### src/rtl/rf_wb_arbiter.sv
// Register-file write-port arbiter: the WB stage has priority, the MDU is
// served on idle cycles or after forcing a stall; it also tracks pending MDU dsts.
module rf_wb_arbiter #(
   parameter int unsigned MAX_WAIT = 4
) (
   input  logic        clk,
   input  logic        rst,
   input  logic        pipe_wb_valid,
   input  logic [4:0]  pipe_wb_dst,
   input  logic [31:0] pipe_wb_data,
   output logic        pipe_stall,
   input  logic        mdu_valid,
   output logic        mdu_ready,
   input  logic [4:0]  mdu_dst,
   input  logic [31:0] mdu_data,
   input  logic        iss_valid,
   input  logic [4:0]  iss_dst,
   input  logic [4:0]  ID_rs,
   input  logic [4:0]  ID_rt,
   output logic        rs_busy,
   output logic        rt_busy,
   output logic        RFWr,
   output logic [4:0]  WB_Dst,
   output logic [31:0] WB_Result
);

   localparam logic [3:0] MAX_W = 4'(MAX_WAIT);

   typedef enum logic [1:0] {
      GNT_NONE,
      GNT_PIPE,
      GNT_MDU
   } grant_e;

   grant_e      grant;
   logic        mdu_hs;
   logic [3:0]  wait_cnt;
   logic [3:0]  wait_cnt_next;
   logic [31:0] pending;
   logic [31:0] pending_next;
   logic [31:0] set_vec;
   logic [31:0] clr_vec;

   // While stalled the pipeline replays its write, so only the MDU competes.
   always_comb begin
      grant = GNT_NONE;
      if (pipe_stall) begin
         if (mdu_valid) grant = GNT_MDU;
      end else if (pipe_wb_valid) begin
         grant = GNT_PIPE;
      end else if (mdu_valid) begin
         grant = GNT_MDU;
      end
   end

   assign mdu_ready = (grant == GNT_MDU) & ~rst;
   assign mdu_hs    = mdu_valid & mdu_ready;

   always_comb begin
      wait_cnt_next = '0;
      if (mdu_valid & ~mdu_ready) begin
         if (wait_cnt >= MAX_W)
            wait_cnt_next = MAX_W;
         else
            wait_cnt_next = wait_cnt + 4'd1;
      end
   end

   // A same-cycle issue to the retiring register re-marks it outstanding.
   always_comb begin
      set_vec = '0;
      clr_vec = '0;
      if (iss_valid) set_vec[iss_dst] = 1'b1;
      if (mdu_hs)    clr_vec[mdu_dst] = 1'b1;
      pending_next    = (pending & ~clr_vec) | set_vec;
      pending_next[0] = 1'b0;
   end

   assign rs_busy = pending[ID_rs] & ~(mdu_hs & (mdu_dst == ID_rs));
   assign rt_busy = pending[ID_rt] & ~(mdu_hs & (mdu_dst == ID_rt));

   always_ff @(posedge clk) begin
      if (rst) begin
         RFWr       <= 1'b0;
         WB_Dst     <= '0;
         WB_Result  <= '0;
         pipe_stall <= 1'b0;
         wait_cnt   <= '0;
         pending    <= '0;
      end else begin
         wait_cnt   <= wait_cnt_next;
         pipe_stall <= (wait_cnt_next >= MAX_W);
         pending    <= pending_next;
         RFWr       <= 1'b0;
         unique case (grant)
            GNT_PIPE: begin
               RFWr      <= (pipe_wb_dst != 5'd0);
               WB_Dst    <= pipe_wb_dst;
               WB_Result <= pipe_wb_data;
            end
            GNT_MDU: begin
               RFWr      <= (mdu_dst != 5'd0);
               WB_Dst    <= mdu_dst;
               WB_Result <= mdu_data;
            end
            default: begin
            end
         endcase
      end
   end

endmodule

### config.mk
export PLATFORM = sky130hd
export DESIGN_NAME = rf_wb_arbiter
export DESIGN_NICKNAME = d
export VERILOG_FILES = /design/src/rtl/rf_wb_arbiter.sv
export SDC_FILE = /design/constraint.sdc
export NUM_CORES = 1
export LEC_CHECK = 0
export ABC_CLOCK_PERIOD_IN_PS = 1700
export CORE_ASPECT_RATIO = 1.25
export CORE_MARGIN = 2
export CORE_UTILIZATION = 45
export CTS_CLUSTER_SIZE = 25
export DETAILED_ROUTE_END_ITERATION = 10
export GPL_ROUTABILITY_DRIVEN = 1
export PLACE_DENSITY = 0.78
export RECOVER_POWER = 100
export SLEW_MARGIN = 20
export SYNTH_ARGS = -nofsm -noshare
export SYNTH_HDL_FRONTEND = slang
export SYNTH_SLANG_ARGS = --single-unit
### constraint.sdc
create_clock -name clk -period 1.7 [get_ports clk]
set_clock_uncertainty 0.05 [all_clocks]
set_input_delay 0.17 -clock clk [delete_from_list [all_inputs] [get_ports clk]]
set_output_delay 0.17 -clock clk [all_outputs]
set_load 0.01 [all_outputs]
==> metrics.md, run 1 <==
| Metric | Value |
|---|---|
| Total overflow reported by the global router | `0` |
| Number of vias per cell | `approximately 5.7` |
| Count of warnings emitted by yosys | `0` |
| Setup repair after global routing missed its margin | `true` |
| Global routing usage summed across all routing layers | `0.2666` |
| Layer with the highest usage after global routing | `met2` |
| Worst slew margin relative to its limit | `0.5193` |
| Time the final worst path needs with I/O delays and setup | `~2.0 ns` |
| Antenna violations before repair | `0` |
| Die Footprint | `between 9000 and 10000 um^2` |
| Remaining antenna violation count after routing | `0` |
| Met1 track demand over resource in global routing | `0.2903` |
| Global placement routability congestion | `0.8765` |
| Worst-path maximum fanout | `3` |
| Power per cell area | `roughly 700 nW/um^2` |
| CP required | `approximately 1.5 ns` |
| Worst setup slack before clock tree synthesis | `-0.9908 ns` |
| Die width | `slightly below 90 um` |
| Final cell count without fillers | `between 600 and 700` |
| TritonCTS clock tree | `done` |
| Placed wire-length estimate after detailed placement | `~8900 um` |
| Critical Path Source Type | `flop` |
| H-tree levels | `3` |
| Core area | `~8200 um^2` |
| TritonCTS Buffers | `9` |
| Worst hold path type | `input pin to flop` |
| Minimum setup slack in the final design | `-0.3291 ns` |
| Utilization after layout | `0.6871` |
| IO Pins | `approximately 140` |
| Chain of cells forming the critical path | `mux4_2 -> nor2b_1 -> a211oi_1 -> o311a_1 -> buf_2` |
| Average cell area after synthesis | `9.142 um^2` |
| Residual DRC count | `0` |
| CP Capture Type | `output port` |
| Fmax | `492.8 MHz` |
| Root buffer selected by CTS | `clkbuf_8` |
| Beginning of the worst hold path | `mdu_valid` |
| Critical path's largest stage delay | `between 0.4 and 0.5 ns` |
| Wire per inst | `~18 um` |
| Number of enable flip-flop cells after synthesis | `0` |
| Total iterations of the first detailed-routing run | `5` |
| Cell with the largest stage delay on the worst path | `mux4_2` |
| Total inserted antenna cells | `0` |
| Overall die height | `107.0 um` |
| Primary flip-flop cell chosen by synthesis mapping | `dfxtp_1` |
| Distinct cell type count of the synthesized netlist | `40` |
| Placed cell area | `approximately 5400 um^2` |
| Synth Cell Area | `3821 um^2` |
| Final count of pins violating max slew | `0` |
| Number of buffers on the longest clock path | `2` |
| Layout cell share with drive strength beyond 1 | `0.1609` |
| Global-route wire length before repair | `19070 um` |
| Number of violations reported at the end of detailed-routing iteration 0 | `about 330` |
| Final hold violation count | `0` |
| Port-buffer cells | `approximately 140` |
| Global-route track usage on met3 | `0.09392` |
| Layout net count | `roughly 670` |
| Beginning of the worst register-to-register path | `pipe_stall` |
| Syn_nets | `513` |
| Final count of negative-setup-slack endpoints | `3` |
| # rows | `37` |
| Initial Util | `0.4637` |
| Failing checks | `negative setup slack` |
| Max rail drop VDD | `0.5243 mV` |
| Endpoint arrival time on the critical path | `1.81 ns` |
| Leakage power | `~2.3 nW` |
| Area added between synthesis and finish | `48.17%` |
| Sequential element share of the synthesized area | `0.3877` |
| Number of register bits inferred by synthesis | `74` |
| Number of global-route vias before repair | `3954` |
| Finished layout cell area | `between 5000 and 6000 um^2` |
| Routed vias | `about 3900` |
| Overall power of the completed layout | `~4 mW` |
| Category of the critical setup timing path | `flop to output port` |
| Synthesized netlist cell count | `about 420` |
| Met2 demand-to-capacity share in global routing | `0.4505` |
| Number of cells on the worst reg-to-reg path | `5` |
| Tightest Pin Transition | `approximately 0.72 ns` |
| Cells on Worst Hold Path | `6` |
| Ys async rst share | `0` |
| Max Cap Violations | `0` |
| Period utilisation layout | `1.194` |
| Launch point of the critical path | `pending[15]` |
| Result of the run | `finished with violations` |
| Maximum number of pins on one net before global-route repair | `70` |
| Clock tree sinks | `74` |
| Number of placed instances with taps included | `~660` |
| Clock latency at the later pin of the worst-skew pair | `0.35 ns` |
| Routed Wire Length | `12030 um` |
| Clock transition time at the flip-flop clock pins of the worst setup and hold paths | `around 0.070 ns` |
## layout make-up
cell class | count | area [um^2]
clock buffer | 12 | 155.1
tap | 97 | 121.4
multi-input combinational | 310 | 2228
sequential | 74 | 1489
timing repair buffer | 179 | 1653
clock inverter | 3 | 15.01
fill | 697 | 2579
## report_power, final
group,switching [mW],internal [mW],leakage (nW)
clock network,0.634,0.595,0.0920
logic,0.403,0.497,1.57
registers,0.0439,1.82,0.611
total,1.08,2.91,2.28
## state kept, by name (all words and copies together) (netlist names)
register and cells:
WB_Result 32, WB_Dst 5, pending 31, RFWr 1
pipe_stall 1, wait_cnt 4
## final timing paths
check / endpoint / slack [ns]
max: rs_busy / -0.33
min: wait_cnt[0] / 0.35
max reg2reg: RFWr / -0.07
min reg2reg: wait_cnt[0] / 0.37
## Yosys cell counts, drive strengths merged, types with 3 or more instances
cell    number  area share
a211oi      39       0.077
a21oi       32       0.042
and3         3      0.0049
buf         21       0.033
clkbuf      13       0.013
dfxtp       74        0.39
mux2         4       0.012
mux2i       41        0.11
mux4        12       0.075
nand2       36       0.035
nand3        3      0.0039
nand3b       3      0.0059
nor2        49       0.048
nor2b        8       0.013
nor3         5      0.0065
nor3b        4      0.0079
o21ai       32       0.042
xor2        10       0.023
## per-stage QoR
step | hold WS, ns | TNS [ns]
after floorplan | 0.3026 | 0
after global placement | 0.3537 | -6.878
after detailed placement | 0.3641 | -7.230
after CTS | 0.3325 | -0.7031
after global routing | 0.3562 | -2.349
final | 0.3460 | -0.7266
## placed cells by master, fill, tap and decap left out, types with 3 or more instances in the layout
cell and count:
nor2b_1 8, and3_1 3, o21ai_0 32, dfxtp_2 6, buf_4 31, clkbuf_2 4, buf_6 3, clkinv_2 3
xor2_1 10, mux2i_1 41, nor2_1 49, clkbuf_4 3, dlygate4sd2_1 4, clkbuf_1 4, a211oi_1 39, mux4_2 12
a21oi_1 32, nand3_1 3, dlygate4sd3_1 38, nand3b_1 3, nor3_1 5, clkbuf_8 11, clkdlybuf4s50_1 86, nand2_1 36
nor3b_1 4, dfxtp_1 68, buf_2 4
## critical path, delay by kind of cell (launching register included)
| kind | cells | cell delay (ns) |
|---|---|---|
| mux | 1 | 0.46 |
| compound gates | 2 | 0.41 |
| flops | 1 | 0.33 |
| buf+inv | 1 | 0.14 |
| simple gates | 1 | 0.12 |
## layer usage
layer | wire [um] | vias to the layer above
met2 | 5968 | 192
met1 | 4538 | 1795
li1 | - | 1840
met4 | 472 | 0
met5 | 0 | -
met3 | 1047 | 38
## cells by family after synthesis
| kind of cell | after synthesis | synth area share |
|---|---|---|
| and+or+nand+nor | 127 | 0.1598 |
| AOI/OAI and AO/OA | 114 | 0.1857 |
| DFF | 74 | 0.3877 |
| muxes | 57 | 0.1938 |
| buffers and inverters | 34 | 0.04584 |
| xor gates and xnor gates | 10 | 0.02292 |
| adders and majority gates | 1 | 0.003274 |
| other | 1 | 0.0009814 |
## repair_timing
action / 4_1_cts / 5_1_grt
endpoints found under the hold margin: 0 / 0
pin swaps: 5 / 6
gates resized for setup: 30 / 15
hold buffers: 0 / 0
setup endpoints to repair: 7 / 6
setup buffers: 4 / 0
Note: power is estimated with default switching activity, not from simulation.
==> inputs of run 2 (changes only) <==
Settings changed: CELL_PAD_IN_SITES_DETAIL_PLACEMENT set to 1, CELL_PAD_IN_SITES_GLOBAL_PLACEMENT set to 1, CORE_UTILIZATION 45 to 33.
==> metrics.md, run 2 (synthesis results as in run 1) <==
| Metric | Value |
|---|---|
| IO Pins | `between 100 and 150` |
| Beginning of the worst register-to-register path | `pipe_stall` |
| Routed vias | `roughly 4000` |
| CP Capture Type | `output port` |
| Final hold violation count | `0` |
| Antenna violations before repair | `2` |
| Time the final worst path needs with I/O delays and setup | `a little over 2 ns` |
| Worst slew margin relative to its limit | `0.4836` |
| Wire per inst | `just over 20 um` |
| Residual DRC count | `0` |
| Worst-path maximum fanout | `8` |
| Leading cell types in the layout, fill and taps excluded | `84 x clkdlybuf4s50_1, 64 x dfxtp_1, 49 x nor2_1` |
| Root buffer selected by CTS | `clkbuf_16` |
| Period utilisation layout | `1.213` |
| Largest register by flop count | `WB_Result` |
| H-tree levels | `3` |
| Final count of pins violating max slew | `0` |
| Register-to-Register Setup Slack | `0.04 ns` |
| Sw Pwr | `between 1 and 1.5 mW` |
| Post-route worst hold slack | `approximately 0.37 ns` |
| Max reg flops | `32` |
| # rows | `43` |
| Final sum of negative setup slack | `-0.7774 ns` |
| Leakage power | `between 2 and 2.5 nW` |
| Largest registers in the final layout | `WB_Result: 32 flops, pending: 31 flops, WB_Dst: 5 flops` |
| Maximum number of pins on one net before global-route repair | `70` |
| Beginning of the worst hold path | `wait_cnt[0]` |
| Commonest non-fill, non-tap cell in the layout | `clkdlybuf4s50_1` |
| Quantity of hold-fixing buffers added after cts | `0` |
| Cells on Worst Hold Path | `1` |
| Total iterations of the first detailed-routing run | `4` |
| Sequential cell fraction of total power | `0.378` |
| Reg-to-Reg End | `WB_Result[23]` |
| Clock tree sinks | `74` |
| Clock transition time at the flip-flop clock pins of the worst setup and hold paths | `~0.060 ns` |
| Max rail drop VDD | `approximately 0.47 mV` |
| Number of global-route vias before repair | `4476` |
| Category of the critical setup timing path | `input pin to output port` |
| Result of the run | `finished with violations` |
| Core area | `about 11000 um^2` |
| TritonCTS Buffers | `9` |
| Tightest Pin Transition | `about 0.77 ns` |
| Power per cell area | `829.8 nW/um^2` |
| Number of buffers on the longest clock path | `2` |
| TritonCTS clock tree | `done` |
| Routed Wire Length | `14540 um` |
| Max Cap Violations | `0` |
| Total overflow reported by the global router | `0` |
| Die Footprint | `between 10000 and 15000 um^2` |
| CP required | `around 1.5 ns` |
| Global routing usage summed across all routing layers | `0.2356` |
| Placed wire-length estimate after detailed placement | `about 11000 um` |
| Endpoint arrival time on the critical path | `1.84 ns` |
| Port-buffer cells | `135` |
| Die width | `about 100 um` |
| Share of power burned in combinational logic | `0.189` |
| Setup repair after global routing missed its margin | `true` |
| Global placement routability congestion | `between 0.8 and 0.9` |
| Critical Path Source Type | `input pin` |
| Clock latency at the later pin of the worst-skew pair | `0.34 ns` |
| Number of vias per cell | `roughly 5.6` |
| Remaining antenna violation count after routing | `0` |
| Global-route wire length before repair | `23050 um` |
| Initial Util | `0.3415` |
| Layout net count | `674` |
| Fraction of power spent switching nets | `0.2454` |
| Area added between synthesis and finish | `56.09%` |
| Worst hold path type | `flop to flop` |
| Number of violations reported at the end of detailed-routing iteration 0 | `about 150` |
| Total internal power | `3.735 mW` |
| Number of cells on the worst reg-to-reg path | `6` |
| Overall die height | `approximately 120 um` |
| Final count of negative-setup-slack endpoints | `4` |
| Clock power frac | `0.433` |
| Minimum setup slack in the final design | `-0.3623 ns` |
| Layout cell share with drive strength beyond 1 | `0.1866` |
| Worst-case hold path end point | `wait_cnt[0]` |
| Fmax | `484.9 MHz` |
| Failing checks | `negative setup slack` |
==> run 2: changes by cell type in the layout (fill, tap and decap cells not counted), sizes merged <==
cell	change
clkbuf	-3
bufinv	+2
dlygate4sd2	+2
dlygate4sd3	+1
clkinv	-2
diode	+2
clkinvlp	+1
clkdlybuf4s50	-2
buf	+8
clkdlybuf4s15	-1
==> run 2: worst max path at each step <==
stage	cells past startpoint	from	slack, ns	endpoint
after floorplan	5	ID_rs[1]	0.18	rs_busy
after global placement	7	ID_rt[1]	-0.86	rt_busy
after detailed placement	7	ID_rt[1]	-0.94	rt_busy
after CTS	5	pending[23]	-0.36	rt_busy
after global routing	7	ID_rs[2]	-0.41	rs_busy
final	7	ID_rs[2]	-0.36	rs_busy
==> run 2: cell type report <==
type / count / area, um^2
Clock buffer: 12 / 266.5
Fill cell: 1300 / 5226
Tap cell: 135 / 168.9
Multi-Input combinational cell: 310 / 2246
Clock inverter: 4 / 72.57
Sequential cell: 74 / 1494
Timing Repair Buffer: 184 / 1712
Antenna cell: 2 / 5.005
==> run 2: power groups by stage <==
stage / logic [mW] / clock network (mW) / registers (mW)
floorplan: 0.360 / 0 / 1.93
global placement: 0.907 / 0 / 1.90
detailed placement: 0.935 / 0 / 1.91
CTS: 0.954 / 2.18 / 1.88
global route: 1.00 / 2.26 / 1.88
finish: 0.934 / 2.14 / 1.87
==> run 2: per-stage QoR <==
stage          worst slack [ns]  instance area (um^2)  power, mW  instances    util
4_1_cts                 -0.3591                  5894      5.013        715  0.5267
3_5_place_dp            -0.9389                  5492      2.844        695  0.4907
3_3_place_gp            -0.8567                  5492      2.810        695  0.4907
6_report                -0.3623                  5964      4.949        721  0.5330
2_1_floorplan            0.1802                  3821      2.293        418       -
5_1_grt                 -0.4114                  5959      5.152        719  0.5325
==> run 2: timing repair <==
action / CTS / global route
resized for setup: 41 / 22
pin swaps: 4 / 3
endpoints found under the setup margin: 10 / 9
setup buffers: 4 / 4
hold endpoints to repair: 0 / 0
==> run 2: layer usage <==
layer	up-vias	GRT usage	part of all wire
met2	126	0.4331	0.54
met5	-	0	0
met1	1986	0.2493	0.37
met3	31	0.04433	0.051
li1	1859	-	-
met4	0	0.1201	0.034
==> run 2: critical path, cell delays in order <==
cell and delay [ns]:
clkdlybuf4s50_1 0.51, buf_6 0.16, mux4_2 0.29, nor4bb_1 0.33, a311oi_1 0.11, o311a_1 0.13, buf_2 0.14
